--- config.mk ---
export PLATFORM = sky130hd
export DESIGN_NAME = up_down_mod_counter
export DESIGN_NICKNAME = d
export VERILOG_FILES = /design/src/rtl/up_down_counter_pkg.sv /design/src/rtl/udc_mod_step.sv /design/src/rtl/up_down_mod_counter.sv
export SDC_FILE = /design/constraint.sdc
export NUM_CORES = 1
export LEC_CHECK = 0
export ABC_AREA = 1
export CAP_MARGIN = 20
export CELL_PAD_IN_SITES_DETAIL_PLACEMENT = 0
export CELL_PAD_IN_SITES_GLOBAL_PLACEMENT = 1
export CORE_MARGIN = 4
export CORE_UTILIZATION = 37
export CTS_CLUSTER_DIAMETER = 100
export DETAILED_ROUTE_END_ITERATION = 6
export HOLD_SLACK_MARGIN = 0.05
export PLACE_DENSITY_LB_ADDON = 0.1
export SLEW_MARGIN = 20
export SYNTH_ARGS = -nofsm -noshare
export SYNTH_HDL_FRONTEND = slang
export SYNTH_SLANG_ARGS = --single-unit
export TNS_END_PERCENT = 1
--- constraint.sdc ---
create_clock -name clk -period 3.1 [get_ports clk]
set_input_delay 0.62 -clock clk [delete_from_list [all_inputs] [get_ports clk]]
set_output_delay 0.62 -clock clk [all_outputs]
set_load 0.02 [all_outputs]
--- src/rtl/up_down_counter_pkg.sv ---
// -----------------------------------------------------------------------------
// up_down_counter_pkg
// Shared definitions for the up/down modulo counter:
//   WIDTH_DEF / STEP_W_DEF : default counter and step widths
//   dir_e                  : count direction (DIR_DOWN=0, DIR_UP=1)
// -----------------------------------------------------------------------------
package up_down_counter_pkg;

   localparam int WIDTH_DEF  = 8;
   localparam int STEP_W_DEF = 4;

   typedef enum logic {
      DIR_DOWN = 1'b0,
      DIR_UP   = 1'b1
   } dir_e;

endpackage

--- src/rtl/udc_mod_step.sv ---
// -----------------------------------------------------------------------------
// udc_mod_step
// Combinational modulo add/subtract datapath for up_down_mod_counter.
// Ports:
//   cur      in  WIDTH   current count
//   step     in  STEP_W  step amount
//   limit    in  WIDTH   modulus-1 (range 0..limit)
//   up       in  1       direction (DIR_UP / DIR_DOWN)
//   sat      in  1       saturate instead of wrap (only with
//                        UP_DOWN_MOD_COUNTER_SAT_EN defined)
//   next_val out WIDTH   count after one enabled step
//   wrap     out 1       the step wrapped around the range
//   illegal  out 1       step exceeds limit; count is held
// -----------------------------------------------------------------------------
module udc_mod_step
   import up_down_counter_pkg::*;
#(
   parameter int WIDTH  = WIDTH_DEF,
   parameter int STEP_W = STEP_W_DEF
) (
   input  logic [WIDTH-1:0]  cur,
   input  logic [STEP_W-1:0] step,
   input  logic [WIDTH-1:0]  limit,
   input  logic              up,
`ifdef UP_DOWN_MOD_COUNTER_SAT_EN
   input  logic              sat,
`endif
   output logic [WIDTH-1:0]  next_val,
   output logic              wrap,
   output logic              illegal
);

   logic             sat_i;
   logic [WIDTH-1:0] step_w;
   logic [WIDTH:0]   sum;

`ifdef UP_DOWN_MOD_COUNTER_SAT_EN
   assign sat_i = sat;
`else
   assign sat_i = 1'b0;
`endif

   assign step_w = WIDTH'(step);
   // One extra bit so an all-ones limit still detects overflow.
   assign sum    = {1'b0, cur} + {1'b0, step_w};

   always_comb begin
      next_val = cur;
      wrap     = 1'b0;
      illegal  = 1'b0;
      if (step_w == '0) begin
         next_val = cur;
      end else if (step_w > limit) begin
         illegal  = 1'b1;
      end else if (cur > limit) begin
         // Limit was lowered beneath the count: snap back into range.
         if (dir_e'(up) == DIR_UP) begin
            next_val = '0;
            wrap     = 1'b1;
         end else begin
            next_val = limit;
         end
      end else if (dir_e'(up) == DIR_UP) begin
         if (sum <= {1'b0, limit}) begin
            next_val = sum[WIDTH-1:0];
         end else if (sat_i) begin
            next_val = limit;
         end else begin
            // Result is below 2^WIDTH, so modular WIDTH-bit math is exact.
            next_val = cur + step_w - limit - 1'b1;
            wrap     = 1'b1;
         end
      end else begin
         if (step_w <= cur) begin
            next_val = cur - step_w;
         end else if (sat_i) begin
            next_val = '0;
         end else begin
            next_val = cur + limit + 1'b1 - step_w;
            wrap     = 1'b1;
         end
      end
   end

endmodule

--- src/rtl/up_down_mod_counter.sv ---
// -----------------------------------------------------------------------------
// up_down_mod_counter
// Up/down counter over 0..limit with variable step, wrap pulse and a sticky
// illegal-operation flag. Optional saturation mode is enabled by defining
// UP_DOWN_MOD_COUNTER_SAT_EN, which adds the sat input.
// Ports:
//   clk       in  1       clock, rising edge
//   reset_n   in  1       asynchronous active-low reset
//   clear     in  1       synchronous clear (q, wrap, err -> 0)
//   load      in  1       synchronous load of load_val (clamped to limit)
//   load_val  in  WIDTH   value to load
//   en        in  1       count enable
//   up        in  1       1 = count up, 0 = count down
//   step      in  STEP_W  count amount
//   limit     in  WIDTH   modulus-1
//   sat       in  1       saturate instead of wrap (macro builds only)
//   q         out WIDTH   registered count
//   wrap      out 1       high in the cycle q holds a wrapped value
//   at_limit  out 1       q == limit
//   at_zero   out 1       q == 0
//   err       out 1       sticky illegal load/step flag
// -----------------------------------------------------------------------------
module up_down_mod_counter
   import up_down_counter_pkg::*;
#(
   parameter int WIDTH  = WIDTH_DEF,
   parameter int STEP_W = STEP_W_DEF
) (
   input  logic              clk,
   input  logic              reset_n,
   input  logic              clear,
   input  logic              load,
   input  logic [WIDTH-1:0]  load_val,
   input  logic              en,
   input  logic              up,
   input  logic [STEP_W-1:0] step,
   input  logic [WIDTH-1:0]  limit,
`ifdef UP_DOWN_MOD_COUNTER_SAT_EN
   input  logic              sat,
`endif
   output logic [WIDTH-1:0]  q,
   output logic              wrap,
   output logic              at_limit,
   output logic              at_zero,
   output logic              err
);

   logic [WIDTH-1:0] q_q, q_d;
   logic             wrap_q, wrap_d;
   logic             err_q, err_d;

   logic [WIDTH-1:0] step_next;
   logic             step_wrap;
   logic             step_illegal;

   udc_mod_step #(
      .WIDTH  (WIDTH),
      .STEP_W (STEP_W)
   ) u_step (
      .cur      (q_q),
      .step     (step),
      .limit    (limit),
      .up       (up),
`ifdef UP_DOWN_MOD_COUNTER_SAT_EN
      .sat      (sat),
`endif
      .next_val (step_next),
      .wrap     (step_wrap),
      .illegal  (step_illegal)
   );

   always_comb begin
      q_d    = q_q;
      wrap_d = 1'b0;
      err_d  = err_q;
      if (clear) begin
         q_d   = '0;
         err_d = 1'b0;
      end else if (load) begin
         if (load_val > limit) begin
            q_d   = limit;
            err_d = 1'b1;
         end else begin
            q_d = load_val;
         end
      end else if (en) begin
         q_d    = step_next;
         wrap_d = step_wrap;
         err_d  = err_q | step_illegal;
      end
   end

   always_ff @(posedge clk or negedge reset_n) begin
      if (!reset_n) begin
         q_q    <= '0;
         wrap_q <= 1'b0;
         err_q  <= 1'b0;
      end else begin
         q_q    <= q_d;
         wrap_q <= wrap_d;
         err_q  <= err_d;
      end
   end

   assign q        = q_q;
   assign wrap     = wrap_q;
   assign err      = err_q;
   assign at_limit = (q_q == limit);
   assign at_zero  = (q_q == '0);

endmodule
==> results.md, run 1 <==
Hold path:
- The startpoint of the tightest hold check path is err.
- The class of the tightest hold or removal check is flop to flop.

Route:
- Summing over every cut layer, the via total after detailed routing is between 3000 and 4000.
- In the routed layout, each cell is associated on average with a via count of between 4 and 5.
- After detailed routing, the number of remaining DRC violations is 0.
- Dividing the detail-routed wire length by the instance count gives around 15 um.
- For this block, the routed nets add up to ~11000 um of wire.
- The first detailed-routing pass took 4 iterations.
- The remaining antenna violation count is 0.
- The DRC violation total after the first TritonRoute iteration is between 150 and 200.

Pwr:
- The worst-case IR drop observed on VDD is roughly 180 uV.
- The overall power after layout is slightly above 0.002 W.
- For this design the ratio of total power to cell area is between 400 and 500 nW/um^2.
- The reported leakage power is around 2.3 nW.

Yosys:
- The top cell type by area accounts for a little under a quarter of the synthesized area.
- By area the synthesized netlist is led by ha_1 23%, nand2_1 11%, inv_1 11%.
- The post-synthesis net count is between 500 and 600.
- The register area share after synthesis is 8.22%.
- The mapped netlist covers 3040 sq um.
- The number of different library cells in the post-synthesis netlist is 30.
- The biggest area contributor in the post-synthesis netlist is ha_1.
- The flop and latch count out of synthesis is 10.
- The post-synthesis average cell area is ~6.3 sq um.
- The cell count after synthesis came out at between 400 and 500.
- The yosys synthesis warning count is 0.

Global routing:
- The global-route wire length before repair is 16600 um.
- The maximum number of pins on one net before global-route repair is 13.
- The total congestion overflow after global routing is 0.
- The total routing usage reported by global routing is roughly 21%.
- The number of antenna violations at the first check in global routing is 0.
- The via count of the first global-routing pass is ~3300.

Floorplan:
- The floorplan step set the die height to a little under 100 um.
- The core region is 7850 sq um.
- The count of pins on the block boundary is 38.
- After floorplanning, the core was divided into 32 placement rows.
- Once the floorplan was initialized, standard cells occupied 38.8% of the core.
- The floorplan step defined a die boundary enclosing 9740 sq um.
- The die is around 100 um wide.

Clock network:
- The TritonCTS clock tree is done.
- The maximum clock path buffer count is 2.
- The H-tree depth is 1.
- Counting the buffers created by CTS gives 3.
- The clock reaches the later pin of the worst-skew pair after between 200 and 300 ps.
- The tree is rooted in a clkbuf_8.
- The clock drives 10 sinks.
- Clock-pin slew was measured on the worst setup and hold paths at about 60 ps.

Place:
- The instance count after placement with tap cells included is 682.
- OpenSTA, run right after detailed placement, puts the worst setup slack at -599 ps.
- Detailed placement ended at an HPWL of around 9000 um.
- The routability congestion estimate is between 0.9 and 1.
- The port buffer count is 37.
- The placed instance area is between 4000 and 5000 sq um.

Worst setup path:
- The slack of the worst reg-to-reg path is 120 ps.
- The launching instance or port of the critical path is step[3].
- Along the worst path, the maximum fanout reaches 5.
- The source of the worst register-to-register timing path is q[0].
- For the worst setup path, the data required time is 3240 ps.
- The startpoint type of the worst setup path is an input port.
- STA classifies the critical path endpoint as a flop.
- The signal arrival time at the worst endpoint is about 3100 ps.
- The class of the most critical setup path is input port to flop.

Final layout:
- In the final layout, the share of cells above drive strength 1 is about 23%.
- The area growth from synthesis to final layout is 41.1%.
- The number of nets at the end of the flow is 686.
- The antenna diode count is 0.
- Measured on the finished design, the core utilization comes to a little over half.
- Excluding fillers, the count of instances in the completed layout stands at roughly 690.
- With fillers left out, the area of the finished cells amounts to approximately 4300 sq um.

STA:
- Setup slack closes at 114 ps.
- At the pin with the least slew margin, the transition time is 694 ps.
- Static timing analysis puts the maximum clock frequency at around 330 MHz.
- For the finished layout, the period the worst path requires is 2990 ps.
- Of the available clock period, the critical path in the final layout requires just under 100%.
- For the final database, setup skew stands at approximately 1.9 ps.
- The tightest slew margin relative to the limit is roughly 53%.
- The count of endpoints failing hold in the final timing report came to 0.
- The number of max-slew violations in the final report is 0.
- Setup violations remaining at the end of the flow were counted as 0.

Flow run:
- The tool flagged a number of max-cap violations equal to 0.

Status:
- The run finished with clean final reports.
==> synth_stat cells <==
cell / count
a21oi_1: 33
a21oi_2: 3
a31oi_1: 2
buf_2: 5
buf_6: 2
clkbuf_1: 3
dfrtp_1: 10
fa_1: 13
ha_1: 56
inv_1: 87
inv_2: 5
nand2_1: 93
nand2_2: 4
nand2_4: 1
nand3_1: 31
nand3b_1: 3
nand4_1: 9
nor2_1: 60
nor2_2: 1
nor3_1: 1
nor4_1: 3
o211ai_1: 2
o21a_1: 2
o21ai_0: 29
o21ai_1: 3
o221ai_1: 1
or2_0: 1
or2_2: 2
xnor2_1: 3
xor2_1: 12
==> what timing repair did <==
| action | in CTS | in global routing |
|---|---|---|
| setup buffers | 1 | 5 |
| setup endpoints to repair | 10 | 9 |
| gates cloned | 0 | 0 |
| pin swaps | 12 | 18 |
| hold buffers | 0 | 0 |
| resized for setup | 30 | 30 |
==> per-stage QoR <==
stage               hold WS, ps  setup TNS, ps
finish                      530              0
global route                555          -19.4
CTS                         538              0
detailed placement          526          -5230
global placement            512          -4480
floorplan                   324              0
==> path summary, 6_finish.rpt <==
| path | endpoint | cells after the start |
|---|---|---|
| setup / recovery | q[2] | 19 |
| hold / removal | err | 2 |
| setup reg to reg | q[2] | 20 |
| hold reg to reg | err | 2 |
| max in group asynchronous | q[1] | 1 |
| min in group asynchronous | err | 1 |
==> area by class of cell <==
| class | instances | area [sq um] |
|---|---|---|
| multi-input cells | 368 | 2560 |
| flip-flops and latches | 10 | 251 |
| clock buffers | 3 | 41.3 |
| repair buffers | 116 | 962 |
| fillers | 785 | 3550 |
| well taps | 102 | 128 |
| inverters | 92 | 345 |
==> where the power goes <==
part / internal, W / switching [W] / total [W]
clock: 0.0000861 / 0.0000648 / 0.000151
sequential: 0.000153 / 0.0000390 / 0.000192
combinational: 0.000771 / 0.000956 / 0.00173
total: 0.00101 / 0.00106 / 0.00207
==> worst max-delay path, stage by stage <==
cell,delay [ps]
dlygate4sd2_1,240
inv_2,70
ha_4,280
inv_2,40
or2_4,230
nand2_4,100
nor2_4,50
xor2_2,140
ha_1,310
nand2_2,70
nor4_2,250
nand2_1,150
nand2_4,130
buf_12,110
nand2_1,40
o21ai_1,60
nand2_1,80
nand2_2,100
a21oi_2,50
==> layer usage <==
metal | GRT usage (%) | vias up | share of wire [%]
li1 | - | 1748 | -
met1 | 29.1 | 1499 | 47
met2 | 36.3 | 78 | 45
met3 | 3.33 | 23 | 4.2
met4 | 4.10 | 0 | 2.9
met5 | 0 | - | 0
==> cell families after synthesis <==
| group | count (synthesis) | share of synthesized area [%] |
|---|---|---|
| AND/OR/NAND/NOR | 209 | 29.4 |
| buffers and inverters | 102 | 13.3 |
| AO/OA/AOI/OAI | 75 | 13.2 |
| adder cells (fa/ha/maj) | 69 | 31.6 |
| XOR/XNOR | 15 | 4.32 |
| flip-flops | 10 | 8.22 |
==> state kept, by name (all words and copies together), names as in the netlist <==
| name | count |
|---|---|
| q | 8 |
| wrap | 1 |
| err | 1 |
==> cell usage in the layout, fill, tap and decap left out, types with 2 or more instances in the layout <==
cell             count
nand2_1             87
inv_1               83
buf_4               76
nor2_1              56
ha_1                49
nand3_1             30
a21oi_1             30
clkdlybuf4s50_1     29
o21ai_0             28
fa_1                12
inv_2                9
xor2_1               9
nand4_1              9
dfrtp_1              9
nand2_2              7
a21oi_2              6
ha_4                 6
dlygate4sd2_1        5
nor2_2               4
nand2_4              4
xor2_2               3
nand3b_1             3
xnor2_1              3
o21ai_1              3
clkbuf_8             3
o211ai_1             2
nor4_1               2
o21a_1               2
a31oi_1              2
or2_2                2
clkbuf_2             2
buf_6                2
Note: power is estimated with default switching activity, not from simulation.
==> run 2, diff against run 1 <==
--- a/config.mk
+++ b/config.mk
@@ -10,7 +10,7 @@
 export CELL_PAD_IN_SITES_DETAIL_PLACEMENT = 0
 export CELL_PAD_IN_SITES_GLOBAL_PLACEMENT = 1
 export CORE_MARGIN = 4
-export CORE_UTILIZATION = 37
+export CORE_UTILIZATION = 40
 export CTS_CLUSTER_DIAMETER = 100
 export DETAILED_ROUTE_END_ITERATION = 6
 export HOLD_SLACK_MARGIN = 0.05
==> constraint.sdc (replaced) <==
create_clock -name clk -period 3.2 [get_ports clk]
set_input_delay 0.64 -clock clk [delete_from_list [all_inputs] [get_ports clk]]
set_output_delay 0.64 -clock clk [all_outputs]
set_load 0.02 [all_outputs]
==> run 2 against run 1 <==
  * Critical path type unchanged
  * Clock power increased by 11%
  * Worst hold slack got worse by 3.6 ps
  * Largest cell class unchanged
  * Cell count decreased by 0.14%
==> results.md, run 2 (synthesis gave the netlist of run 1 again) <==
Status:
- The run finished with clean final reports.

Pwr:
- Power spread over the standard cell area amounts to approximately 460 nW/um^2.
- For this design the static power due to leakage is 2.31 nW.
- The overall power after layout is between 0.0015 and 0.002 W.
- The worst-case IR drop observed on VDD is approximately 160 uV.

STA:
- The maximum clock skew at final layout is about 1.7 ps.
- The final critical path takes up between 90% and 100% of the cycle.
- The count of endpoints failing hold in the final timing report is 0.
- The measured slew at the worst slew-check pin is between 600 and 700 ps.
- Subtracting the final worst setup slack from the clock period gives slightly above 3000 ps.
- The worst pin sits at a relative slew slack of between 50% and 60%.
- The setup TNS after final layout is 0 ps.
- The final number of setup-violating endpoints is 0.
- Derived from the worst setup path, the maximum achievable clock frequency is about 330 MHz.
- The number of max-slew violations in the final report is 0.

Final layout:
- The ratio of cells with drive above 1 in the final layout is 22.3%.
- In the layout the commonest cells are 89 x nand2_1, 83 x inv_1, 78 x buf_4.
- The library cell used most frequently in the layout, excluding fill and tap cells, is nand2_1.
- The final layout contains around 690 nets.
- 0 antenna diodes ended up in the layout.
- Relative to the synthesized area, the layout overhead comes to 41.1%.
- The register area is roughly 250 sq um.
- The filler cells instantiated in the layout total between 700 and 800.
- The area taken by multi-input logic gates is 2560 sq um.
- The number of flip-flops in the largest register is 8.

Worst setup path:
- Along the worst path, the maximum fanout reaches 5.
- The startpoint identified for the worst register-to-register timing path is q[1].
- The slack of the worst reg-to-reg path is 220 ps.
- The slowest stage of the critical path belongs to the cell fa_2.
- The depth of the worst register-to-register path is 18.
- The critical path goes through clkbuf_2 > ha_4 > inv_1 > fa_2 > inv_2 > nand2_2 > nand2_1 > nand2_2 > nor2_4 > xor2_2 > ha_1 > nand2_2 > nor4_2 > nand2_2 > buf_6 > nand3_1 > nand3_1 > nand2_1 > nand2_1 > a21oi_2.
- For the worst setup path, the data required time is ~3400 ps.
- The worst setup path is of the input port to flop kind.
- The highest cell delay on the worst timing path is 400 ps.
- STA puts the critical path data arrival time at between 3000 and 4000 ps.
- The worst register-to-register path ends at q[4].
- The worst setup path is launched from an input port.
- The worst setup path is captured at a flop.
- The cell that appears most often on the critical path is nand2_2.
- The family with the most delay on the worst path is simple AND/OR/NAND/NOR gates.
- The total buffers and inverters traversed by the critical path is 4.

Route:
- The detailed-route vias per instance is approximately 4.9.
- The post-route DRC violation count is 0.
- Across all layers, the routed design uses 3386 vias.
- The length of the first detailed-routing pass in iterations is 4.
- After detailed routing, the total wire length is around 10000 um.
- After the first detailed-routing iteration, the DRC count stood at between 100 and 150.
- The per-cell routed wire length is approximately 15 um.
- The remaining antenna violation count is 0.

Clock network:
- The number of clock sinks seen by CTS is 10.
- The later pin in the worst-skew pair is clocked with a latency of around 240 ps.
- The H-tree depth is 1.
- TritonCTS built the clock tree.
- The number of buffers inserted during clock tree synthesis is 3.
- The number of hold-repair buffers added at the cts stage is 0.
- The CTS root buffer is clkbuf_8.
- Clock-pin slew was measured on the worst setup and hold paths at 50 ps.
- The clock passes through at most 2 buffers.

Hold path:
- The count of cells along the worst hold path is 2.
- The destination of the worst hold path is err.
- The class of the tightest hold or removal check is flop to flop.
- The startpoint of the tightest hold check path is err.

Global routing:
- The via count of the first global-routing pass is 3305.
- Global routing used 23.9% of the available tracks.
- The number of antenna violations at the first check in global routing is 0.
- Entering global routing, the biggest net connects 12 pins.
- The first global-routing pass estimated between 15000 and 20000 um of wire.
- For this run the aggregate overflow at the end of global routing stands at 0.

Floorplan:
- The total area inside the core boundary comes to approximately 7300 sq um.
- Row generation in the floorplan step produced 31 rows.
- The starting density of the core is roughly two fifths.
- The floorplan step defined a die boundary enclosing 9070 sq um.
- The count of pins on the block boundary is 38.
- The floorplan die height is about 95 um.
- The die is about 95 um wide.

Flow run:
- Max-cap violations in this run came to 0.

Place:
- The routability congestion estimate is between 0.9 and 1.
- The post-DP HPWL is 8820 um.
- The port buffer count is 37.
[run 2: changes by cell type in the layout (fill, tap and decap cells not counted), sizes merged]
cell and change:
buf -1, clkbuf +2, clkdlybuf4s50 +2, dlygate4sd2 -4, dlymetal6s2s +2, nand2 +1
[run 2: worst reg2reg max path, delay by kind of cell (launching register included)]
family / cells / cell delay, ps
simple gates: 11 / 1130
flops: 1 / 480
xor+xnor: 1 / 80
compound gates: 1 / 120
fa+ha+maj: 2 / 710
buf+inv: 3 / 370
[run 2: worst max-delay path by stage]
stage               startpoint    to  cells after the start
floorplan                 q[1]  q[2]                     19
global placement       step[0]  q[2]                     20
detailed placement     step[0]  q[2]                     20
CTS                    step[3]  q[4]                     19
global route           step[0]  q[4]                     20
finish                 step[0]  q[4]                     20
[run 2: final cells by class]
type	count	area share, %
flip-flops and latches	10	5.86
well taps	99	2.89
repair buffers	116	22.3
clock buffers	4	1.28
multi-input cells	369	59.7
inverters	92	8.04
[run 2: power by group]
part           leakage (nW)  internal [W]  switching, W  total, W
Clock                0.0288      0.000109     0.0000590  0.000168
Sequential            0.126      0.000149     0.0000368  0.000185
Combinational          2.16      0.000727      0.000910   0.00164
Total                  2.31      0.000984       0.00101   0.00199
[run 2: metal layers]
| metal | vias to the layer above | share of wire [%] | global-route usage (%) | wire, um |
|---|---|---|---|---|
| met4 | 0 | 2.2 | 4.69 | 232 |
| met2 | 80 | 46 | 39.7 | 4750 |
| met3 | 14 | 5.3 | 3.55 | 551 |
| li1 | 1747 | - | - | - |
| met5 | - | 0 | 0 | 0 |
| met1 | 1545 | 47 | 32.7 | 4890 |
[run 2: through the flow]
stage | setup WS [ps] | instances | hold WS, ps | utilization (%) | area [sq um]
after CTS | -28.0 | 684 | 532 | 56.6 | 4150
after detailed placement | -502 | 677 | 520 | 54.7 | 4010
final | 146 | 690 | 526 | 58.6 | 4290
after global routing | -72.6 | 690 | 562 | 58.6 | 4290
after floorplan | 120 | 480 | 344 | - | 3040
after global placement | -426 | 677 | 514 | 54.7 | 4010
[run 2: timing repair]
item / in CTS / in global routing
gates resized for setup: 17 / 31
buffers inserted: 2 / 6
pin swaps: 6 / 15
endpoints found under the hold margin: 0 / 0
setup endpoints to repair: 10 / 9
gates cloned: 1 / 0
==> run 3, diff against run 2 <==
--- a/config.mk
+++ b/config.mk
@@ -6,6 +6,7 @@
 export NUM_CORES = 1
 export LEC_CHECK = 0
 export ABC_AREA = 1
+export ABC_CLOCK_PERIOD_IN_PS = 3200
 export CAP_MARGIN = 20
 export CELL_PAD_IN_SITES_DETAIL_PLACEMENT = 0
 export CELL_PAD_IN_SITES_GLOBAL_PLACEMENT = 1
==> results of run 3 <==
No change in the layout: final DEF, timing and power equal those of run 2.
